===== config.mk =====
export PLATFORM = sky130hd
export DESIGN_NAME = sram_1rw_requester
export DESIGN_NICKNAME = d
export VERILOG_FILES = /design/src/rtl/sram_1rw_requester.sv
export SDC_FILE = /design/constraint.sdc
export NUM_CORES = 1
export LEC_CHECK = 0
export CORE_AREA = 4 4 114 116
export DETAILED_ROUTE_END_ITERATION = 8
export DIE_AREA = 0 0 118 120
export DONT_BUFFER_PORTS = 1
export GPL_TIMING_DRIVEN = 0
export PLACE_DENSITY_LB_ADDON = 0.25
export SLEW_MARGIN = 20
export SYNTH_ARGS = -nofsm -noshare
export SYNTH_HDL_FRONTEND = slang
export SYNTH_SLANG_ARGS = --single-unit

===== constraint.sdc =====
create_clock -name clock -period 6.4 [get_ports clock]
set_clock_uncertainty 0.15 [all_clocks]
set_input_delay 0.64 -clock clock [delete_from_list [all_inputs] [get_ports clock]]
set_output_delay 0.64 -clock clock [all_outputs]
set_load 0.1 [all_outputs]

===== src/rtl/sram_1rw_requester.sv =====
`default_nettype none
// ============================================================================
// Module   : sram_1rw_requester
// Purpose  : Initiator-side controller for the RW0_* port of a 1RW SRAM
//            wrapper. Turns a valid/ready request stream into SRAM accesses
//            and returns read data in order through a small response FIFO.
//            Read acceptance is credit-limited so the FIFO can never overflow.
// Optional : SRAM_REQ_ZERO_INIT_EN - when defined, the array is swept with
//            zero writes after reset before any request is accepted.
// Ports    : clock/reset          - clock, async active-high reset
//            req_*                - request stream (write/addr/wdata)
//            resp_*               - in-order read response stream
//            init_done            - array ready for traffic
//            RW0_*                - SRAM macro port (rdata valid 1 cycle
//                                   after a read enable)
// Revision : 1.0 - initial release
// ============================================================================
module sram_1rw_requester #(
  parameter int ADDR_W     = 14,
  parameter int DATA_W     = 64,
  parameter int RESP_DEPTH = 2
) (
  input  logic              clock,
  input  logic              reset,
  input  logic              req_valid,
  output logic              req_ready,
  input  logic              req_write,
  input  logic [ADDR_W-1:0] req_addr,
  input  logic [DATA_W-1:0] req_wdata,
  output logic              resp_valid,
  input  logic              resp_ready,
  output logic [DATA_W-1:0] resp_rdata,
  output logic              init_done,
  output logic              RW0_clk,
  output logic              RW0_en,
  output logic              RW0_wmode,
  output logic [ADDR_W-1:0] RW0_addr,
  output logic [DATA_W-1:0] RW0_wdata,
  input  logic [DATA_W-1:0] RW0_rdata
);

  localparam int PTR_W = $clog2(RESP_DEPTH);
  // Holds occupancy plus one in-flight read (up to RESP_DEPTH+1).
  localparam int CNT_W = $clog2(RESP_DEPTH + 2);
  localparam logic [CNT_W-1:0] C_DEPTH    = CNT_W'(RESP_DEPTH);
  localparam logic [PTR_W-1:0] C_LAST_PTR = PTR_W'(RESP_DEPTH - 1);

  logic              w_run;
  logic              w_init_active;
  logic [ADDR_W-1:0] w_init_addr;

`ifdef SRAM_REQ_ZERO_INIT_EN
  typedef enum logic [0:0] {
    ST_INIT = 1'b0,
    ST_RUN  = 1'b1
  } state_t;

  state_t            r_state;
  state_t            w_state_nxt;
  logic [ADDR_W-1:0] r_init_cnt;
  logic [ADDR_W-1:0] w_init_cnt_nxt;

  always_ff @(posedge clock or posedge reset) begin
    if (reset) begin
      r_state    <= ST_INIT;
      r_init_cnt <= '0;
    end else begin
      r_state    <= w_state_nxt;
      r_init_cnt <= w_init_cnt_nxt;
    end
  end

  always_comb begin
    w_state_nxt    = r_state;
    w_init_cnt_nxt = r_init_cnt;
    w_run          = 1'b0;
    w_init_active  = 1'b0;
    case (r_state)
      ST_INIT: begin
        w_init_active  = 1'b1;
        w_init_cnt_nxt = r_init_cnt + ADDR_W'(1);
        if (r_init_cnt == '1) begin
          w_state_nxt = ST_RUN;
        end
      end
      ST_RUN: begin
        w_run = 1'b1;
      end
      default: begin
        w_state_nxt = ST_INIT;
      end
    endcase
  end

  assign w_init_addr = r_init_cnt;
  assign init_done   = w_run;
`else
  assign w_run         = 1'b1;
  assign w_init_active = 1'b0;
  assign w_init_addr   = '0;
  assign init_done     = 1'b1;
`endif

  // --------------------------------------------------------------------------
  // Response FIFO and read credits
  // --------------------------------------------------------------------------
  logic              r_rd_inflight;
  logic [CNT_W-1:0]  r_count;
  logic [PTR_W-1:0]  r_wr_ptr;
  logic [PTR_W-1:0]  r_rd_ptr;
  logic [DATA_W-1:0] r_mem [RESP_DEPTH];

  logic              w_pop;
  logic [CNT_W-1:0]  w_credits;
  logic              w_rd_credit;
  logic              w_accept;
  logic              w_rd_accept;

  function automatic logic [PTR_W-1:0] f_ptr_inc(input logic [PTR_W-1:0] p);
    return (p == C_LAST_PTR) ? '0 : p + PTR_W'(1);
  endfunction

  assign resp_valid = (r_count != '0);
  assign resp_rdata = r_mem[r_rd_ptr];
  assign w_pop      = resp_valid & resp_ready;

  // A read is allowed at full credit if a slot is freed this same cycle.
  assign w_credits   = r_count + CNT_W'(r_rd_inflight);
  assign w_rd_credit = (w_credits < C_DEPTH) || ((w_credits == C_DEPTH) && w_pop);

  assign req_ready   = ~reset & w_run & (req_write | w_rd_credit);
  assign w_accept    = req_valid & req_ready;
  assign w_rd_accept = w_accept & ~req_write;

  // SRAM drive is combinational; reset gating makes RW0_en drop immediately.
  assign RW0_clk   = clock;
  assign RW0_en    = ~reset & (w_init_active | w_accept);
  assign RW0_wmode = ~reset & (w_init_active | req_write);
  assign RW0_addr  = reset ? '0 : (w_init_active ? w_init_addr : req_addr);
  assign RW0_wdata = (reset | w_init_active) ? '0 : req_wdata;

  always_ff @(posedge clock or posedge reset) begin
    if (reset) begin
      r_rd_inflight <= 1'b0;
      r_count       <= '0;
      r_wr_ptr      <= '0;
      r_rd_ptr      <= '0;
      for (int i = 0; i < RESP_DEPTH; i++) begin
        r_mem[i] <= '0;
      end
    end else begin
      r_rd_inflight <= w_rd_accept;
      // The SRAM presents read data the cycle after the enable.
      if (r_rd_inflight) begin
        r_mem[r_wr_ptr] <= RW0_rdata;
        r_wr_ptr        <= f_ptr_inc(r_wr_ptr);
      end
      if (w_pop) begin
        r_rd_ptr <= f_ptr_inc(r_rd_ptr);
      end
      case ({r_rd_inflight, w_pop})
        2'b10:   r_count <= r_count + CNT_W'(1);
        2'b01:   r_count <= r_count - CNT_W'(1);
        default: r_count <= r_count;
      endcase
    end
  end

endmodule
`default_nettype wire


**Word-level counts from Yosys, hierarchy flattened**

Index checks and enable logic that the tools add are counted.

- Register bits: 133

- Mux-type cells: 11
- Equality and inequality tests: 3
- Magnitude comparators: 4
- $add $sub $neg: 5
- Reductions and logical operators: 5
- Bitwise operators: 11

Operators by type and width:

| cell | number |
|---|---|
| 64-bit two-way mux | 5 |
| 128-bit bitwise mux | 1 |
| 64-bit demux with 1-bit select | 1 |
| 14-bit two-way mux | 1 |
| 1-bit bitwise AND | 6 |
| 2-bit equality test (second input constant) | 2 |
| 2-bit greater-or-equal comparator (second input constant) | 2 |
| 1-bit NOT with 2-bit output | 2 |
| 2-bit one-hot mux with 2 select lines | 1 |
| 2-bit nonzero test | 2 |
| 1-bit adder (second input constant) | 2 |
| 2-bit by 1-bit adder with 2-bit output | 1 |
| 2-bit by 1-bit adder with 2-bit output (second input constant) | 1 |
| 2-bit by 1-bit equality test with 1-bit output (second input constant) | 1 |
| 1-bit logical AND | 2 |
| 2-bit by 1-bit less-than comparator with 1-bit output (second input constant) | 1 |
| 2-bit less-than comparator (second input constant) | 1 |
| 1-bit two-way mux | 2 |
| 1-bit NOT | 2 |
| 2-bit by 1-bit subtractor with 2-bit output (second input constant) | 1 |
| 1-bit logical OR | 1 |
| 1-bit bitwise OR | 1 |

**Logic depth before layout (Yosys ltp)**

Gate-level depths: netlist of the first run.

- Depth after elaboration: 8
- Mapped depth: 6
- Gate-level depth less buffers: 6

==> results.toml, run 1 <==
[status]
status = "completed"

[clock_tree]
clock_latency_ns = 0.52
cts_hold_buf = 0
post_cts_buffers = 0
cts_tree = "built"
cts.clk_slew.worst_paths_ns = 0.05
cts_resized = 0

[global_route]
antenna_found_initial = 4
grt_max_degree = 106
grt_pass1_wl_microns = 26100
grt_pass1_vias = 4199
grt_use_total = 0.249
grt-ovfl-total = 0

[placement]
port_buffers = 0
place_hpwl_microns = 13200
place.gp.congestion = 0.822
dpl.cell_count = 610

[timing]
slew_headroom = 0.217
setup_tns_ns = 0
whs_ns = 0.0371
drv_slew = 0
rsz0062_at_grt = "false"
hold_viol_final = 0
worst_slew_pin_slew_ns = 1.17
setup_viol = 0

[finish]
syn2layout_area_growth_pct = 16.5
layout_commonest_cell = "dfrtp_1"
instances_no_fill = 644
drive_above_1_share = 0.665
final_cell_mix = "133 x dfrtp_1, 132 x mux2_2, 74 x nor2b_2, 60 x mux2_4, 20 x clkbuf_16"
nets = 634

[critical_path]
worstRegToRegCells = 5
cp-start-kind = "clock port"
worst-endpoint-arrival_ns = 3.67
critPathKind = "clk -> out"
worstPathRequired_ns = 5.61
end_kind = "output pin"
path_max_fanout = 2

[drt]
vias = 3756
vias_per_cell = 5.83
wl_microns = 17400
wl_per_cell_microns = 27.0
first_pass_iters = 4
drc = 0
ant_nets = 0
drt_iter0_drc = 223

[synthesis]
yosysTopAreaCellShare = 0.502
yosysSeqAreaShare = 0.502
synth_top_area_cell = "dfrtp_1"
synthTopCellsByArea = "dfrtp_1 50%, mux2_2 22%, mux2_4 14%"
syn_avg_cell_area_sq_um = 14.4
yosysWarnings = 0
synth.cell_area_sq_um = 6640
syn-num-nets = 610
ys_ff_latch = 133
syn_inst = 461
ys_types = 25

[hold_path]
hold_depth = 1
holdCritPathClass = "in -> reg"

[floorplan]
die_area_sq_um = 14200
row_count = 40
chipHeight_microns = 120
core_sq_um = 11900
io_pins = 295
die_w_microns = 118
start_util = 0.557

[run]
max_cap_violations = 0
## registers in the layout (all words and copies together), names as in the netlist
name and cells:
r_mem 128, r_wr_ptr 1, r_rd_inflight 1, r_rd_ptr 1
r_count 2
## layer usage
metal | routed length [microns] | vias up | share of wire | global-route usage
met5 | 13 | - | 0.00075 | 0
met4 | 432 | 2 | 0.025 | 0.0974
li1 | - | 1632 | - | -
met1 | 6900 | 1918 | 0.40 | 0.297
met3 | 1910 | 26 | 0.11 | 0.149
met2 | 8140 | 178 | 0.47 | 0.368
## worst max-delay path, cell delays in order
cell and delay (ns):
clkbuf_16 0.12, clkbuf_16 0.13, buf_4 0.22
## through the flow
stage               instance area [sq um]  setup slack, ns   util
floorplan                            6640            0.414      -
global placement                     6820            -1.12  0.572
detailed placement                   7100             2.20  0.596
CTS                                  7720             1.94  0.648
global route                         7730             1.94  0.649
finish                               7730             1.94  0.649
## worst paths after layout
path                       startpoint            end  slack (ns)
setup / recovery                clock        RW0_clk        1.94
hold / removal              req_write  r_rd_inflight        0.04
setup reg to reg           r_count[0]     r_count[1]        4.28
hold reg to reg             r_mem[48]      r_mem[48]        0.35
max in group asynchronous       reset      r_mem[37]        5.20
min in group asynchronous       reset     r_mem[119]        0.14
## layout make-up
class	count	area, sq um
tap	147	184
sequential	133	3330
inverter	2	15.0
buffer	31	245
multi-input combinational	295	3280
clock inverter	4	47.5
timing repair buffer	2	55.1
antenna	2	5.00
clock buffer	28	571
fill	887	4180
## kinds of logic (layout without fill, tap and decap cells)
family                     count (synthesis)  in the layout  share of synthesized area
DFF                                      133            133                      0.502
xor gates and xnor gates                   5              5                    0.00660
and+or+nand+nor                           94             94                     0.0883
AOI/OAI and AO/OA                          1              1                    0.00132
muxes                                    192            192                      0.360
other                                      1              3                   0.000565
adders and majority gates                  2              2                    0.00377
buffers and inverters                     33             67                     0.0381
## synthesized netlist by cell type
library cell	instances
inv_1	2
buf_4	2
buf_6	7
xor2_1	3
nor3b_1	2
clkbuf_8	6
nor2_1	3
nor2b_1	80
nand2b_1	2
nor4_1	1
nand2_1	1
mux2_4	60
dfrtp_1	133
conb_1	1
or2_2	1
o32ai_1	1
nand2_2	1
and3b_1	1
and2_1	1
or3b_2	1
ha_1	2
clkbuf_1	9
mux2_2	132
xnor2_1	2
buf_2	7
Power of run 1 is left out: the tool's default activity adds up to more than one toggle a clock period on the data nets, which glitch-free logic cannot reach.
==> run 2: changes to the inputs <==
- clock period: 6.4 -> 4.44 ns (I/O delays scaled with it)
==> run 2 against run 1 <==
Effect of this change: via count up 7.2%; non-clock buffer count up 67; die area unchanged; routed wire length down 0.33%; sequential cell count unchanged; final cell count up 10%; critical endpoint unchanged; count of clock-buffer cells in the layout down 1; cell area up 8.7%; critical path depth unchanged.
==> results.toml, run 2 (same netlist as run 1, synthesis figures left out) <==
[clock_tree]
cts.clk_slew.worst_paths_ns = 0.05
clock_latency_ns = 0.51
cts_tree = "built"
post_cts_buffers = 0

[finish]
drive_above_1_share = 0.587
top_register = "r_mem"
nets = 701
instances_no_fill = 709
largest_register_ffs = 128
syn2layout_area_growth_pct = 26.6
layout_commonest_cell = "dfrtp_1"
reg_top3 = "r_mem: 128 flops, r_count: 2 flops"
insertedDiodeCount = 0
final_cell_mix = "133 x dfrtp_1, 132 x mux2_2, 75 x nor2b_2, 66 x dlygate4sd3_1, 60 x mux2_4"

[floorplan]
start_util = 0.557
core_sq_um = 11900
chipHeight_microns = 120
row_count = 40
io_pins = 295
die_area_sq_um = 14200
die_w_microns = 118

[timing]
slew_headroom = 0.206
hold_viol_final = 0
rsz0062_at_grt = "false"
worst_slew_pin_slew_ns = 1.19
setup_viol = 0
drv_slew = 0
worst_slack_ns = 1.15

[drt]
wl_microns = 17300
ant_nets = 0
vias_per_cell = 5.68
drt_iter0_drc = 207
drc = 0
wl_per_cell_microns = 24.5
first_pass_iters = 4
vias = 4025

[critical_path]
worstRegToRegCells = 5
crit_chain = "clkbuf_16 -> clkbuf_16 -> buf_4"
critPathKind = "clk -> out"
end_kind = "output pin"
worstPathRequired_ns = 3.85
cp-startpoint = "clock"
worst-endpoint-arrival_ns = 2.69
path_max_fanout = 2
regToRegEndpoint = "r_count[1]"
max_stage_delay_ns = 0.22
cp-start-kind = "clock port"
reg2reg_from = "r_count[0]"
ff2ff_setup_slack_ns = 2.31
cp_slowest_cell = "buf_4"
cpMostUsedCell = "clkbuf_16"

[hold_path]
hold_depth = 2
whs_endpoint = "r_rd_ptr"
holdCritStartpoint = "resp_ready"
holdCritPathClass = "in -> reg"

[placement]
place_hpwl_microns = 12500
dpl.cell_count = 611
place.gp.congestion = 0.881
port_buffers = 0
dp_slack_ns = 1.41

[global_route]
antenna_found_initial = 0
grt_pass1_wl_microns = 26700
grt_max_degree = 37
grt_use_total = 0.248
grt_pass1_vias = 4497
grt-ovfl-total = 0

[status]
status = "completed"

[run]
max_cap_violations = 0
[run 2: changes by cell type in the layout (fill, tap and decap cells not counted), sizes merged]
cell,delta
clkinv,+1
dlygate4sd3,+66
clkbuf,-1
buf,+1
bufinv,+1
diode,-2
inv,-1
[run 2: per-stage QoR]
step	utilization	instance area [sq um]	hold slack (ns)	setup TNS, ns
after floorplan	-	6640	0.321	0
after global placement	0.573	6820	0.331	-0.564
after detailed placement	0.597	7110	0.337	0
after CTS	0.705	8400	0.0197	0
after global routing	0.705	8400	0.0372	0
final	0.705	8400	0.0386	0
[run 2: timing repair]
item,in CTS,in global routing
hold buffers,66,0
endpoints found under the setup margin,0,0
hold endpoints to repair,129,0
gates resized for setup,0,0
[run 2: routing by layer]
layer | vias to the layer above | track usage | part of all wire
li1 | 1761 | - | -
met1 | 2065 | 0.304 | 0.42
met2 | 171 | 0.401 | 0.50
met3 | 28 | 0.0787 | 0.056
met4 | 0 | 0.114 | 0.032
met5 | - | 0 | 0
[run 2: worst max path at each step]
stage               to  slack, ns
2_1_floorplan   RW0_en       0.28
3_3_place_gp    RW0_en      -0.56
3_5_place_dp   RW0_clk       1.41
4_1_cts        RW0_clk       1.15
5_1_grt        RW0_clk       1.15
6_report       RW0_clk       1.15
[run 2: critical path: cells and delay by family]
kind | cells | cell delay, ns
buffers and inverters | 3 | 0.47
[run 2: area by class of cell]
class / count / area [sq um]
inverters: 2 / 11.3
repair buffers: 69 / 721
multi-input cells: 295 / 3280
clock inverters: 5 / 75.1
fillers: 782 / 3510
well taps: 147 / 184
plain buffers: 31 / 245
flip-flops and latches: 133 / 3330
clock buffers: 27 / 557
Power of run 2 is left out for the same reason.
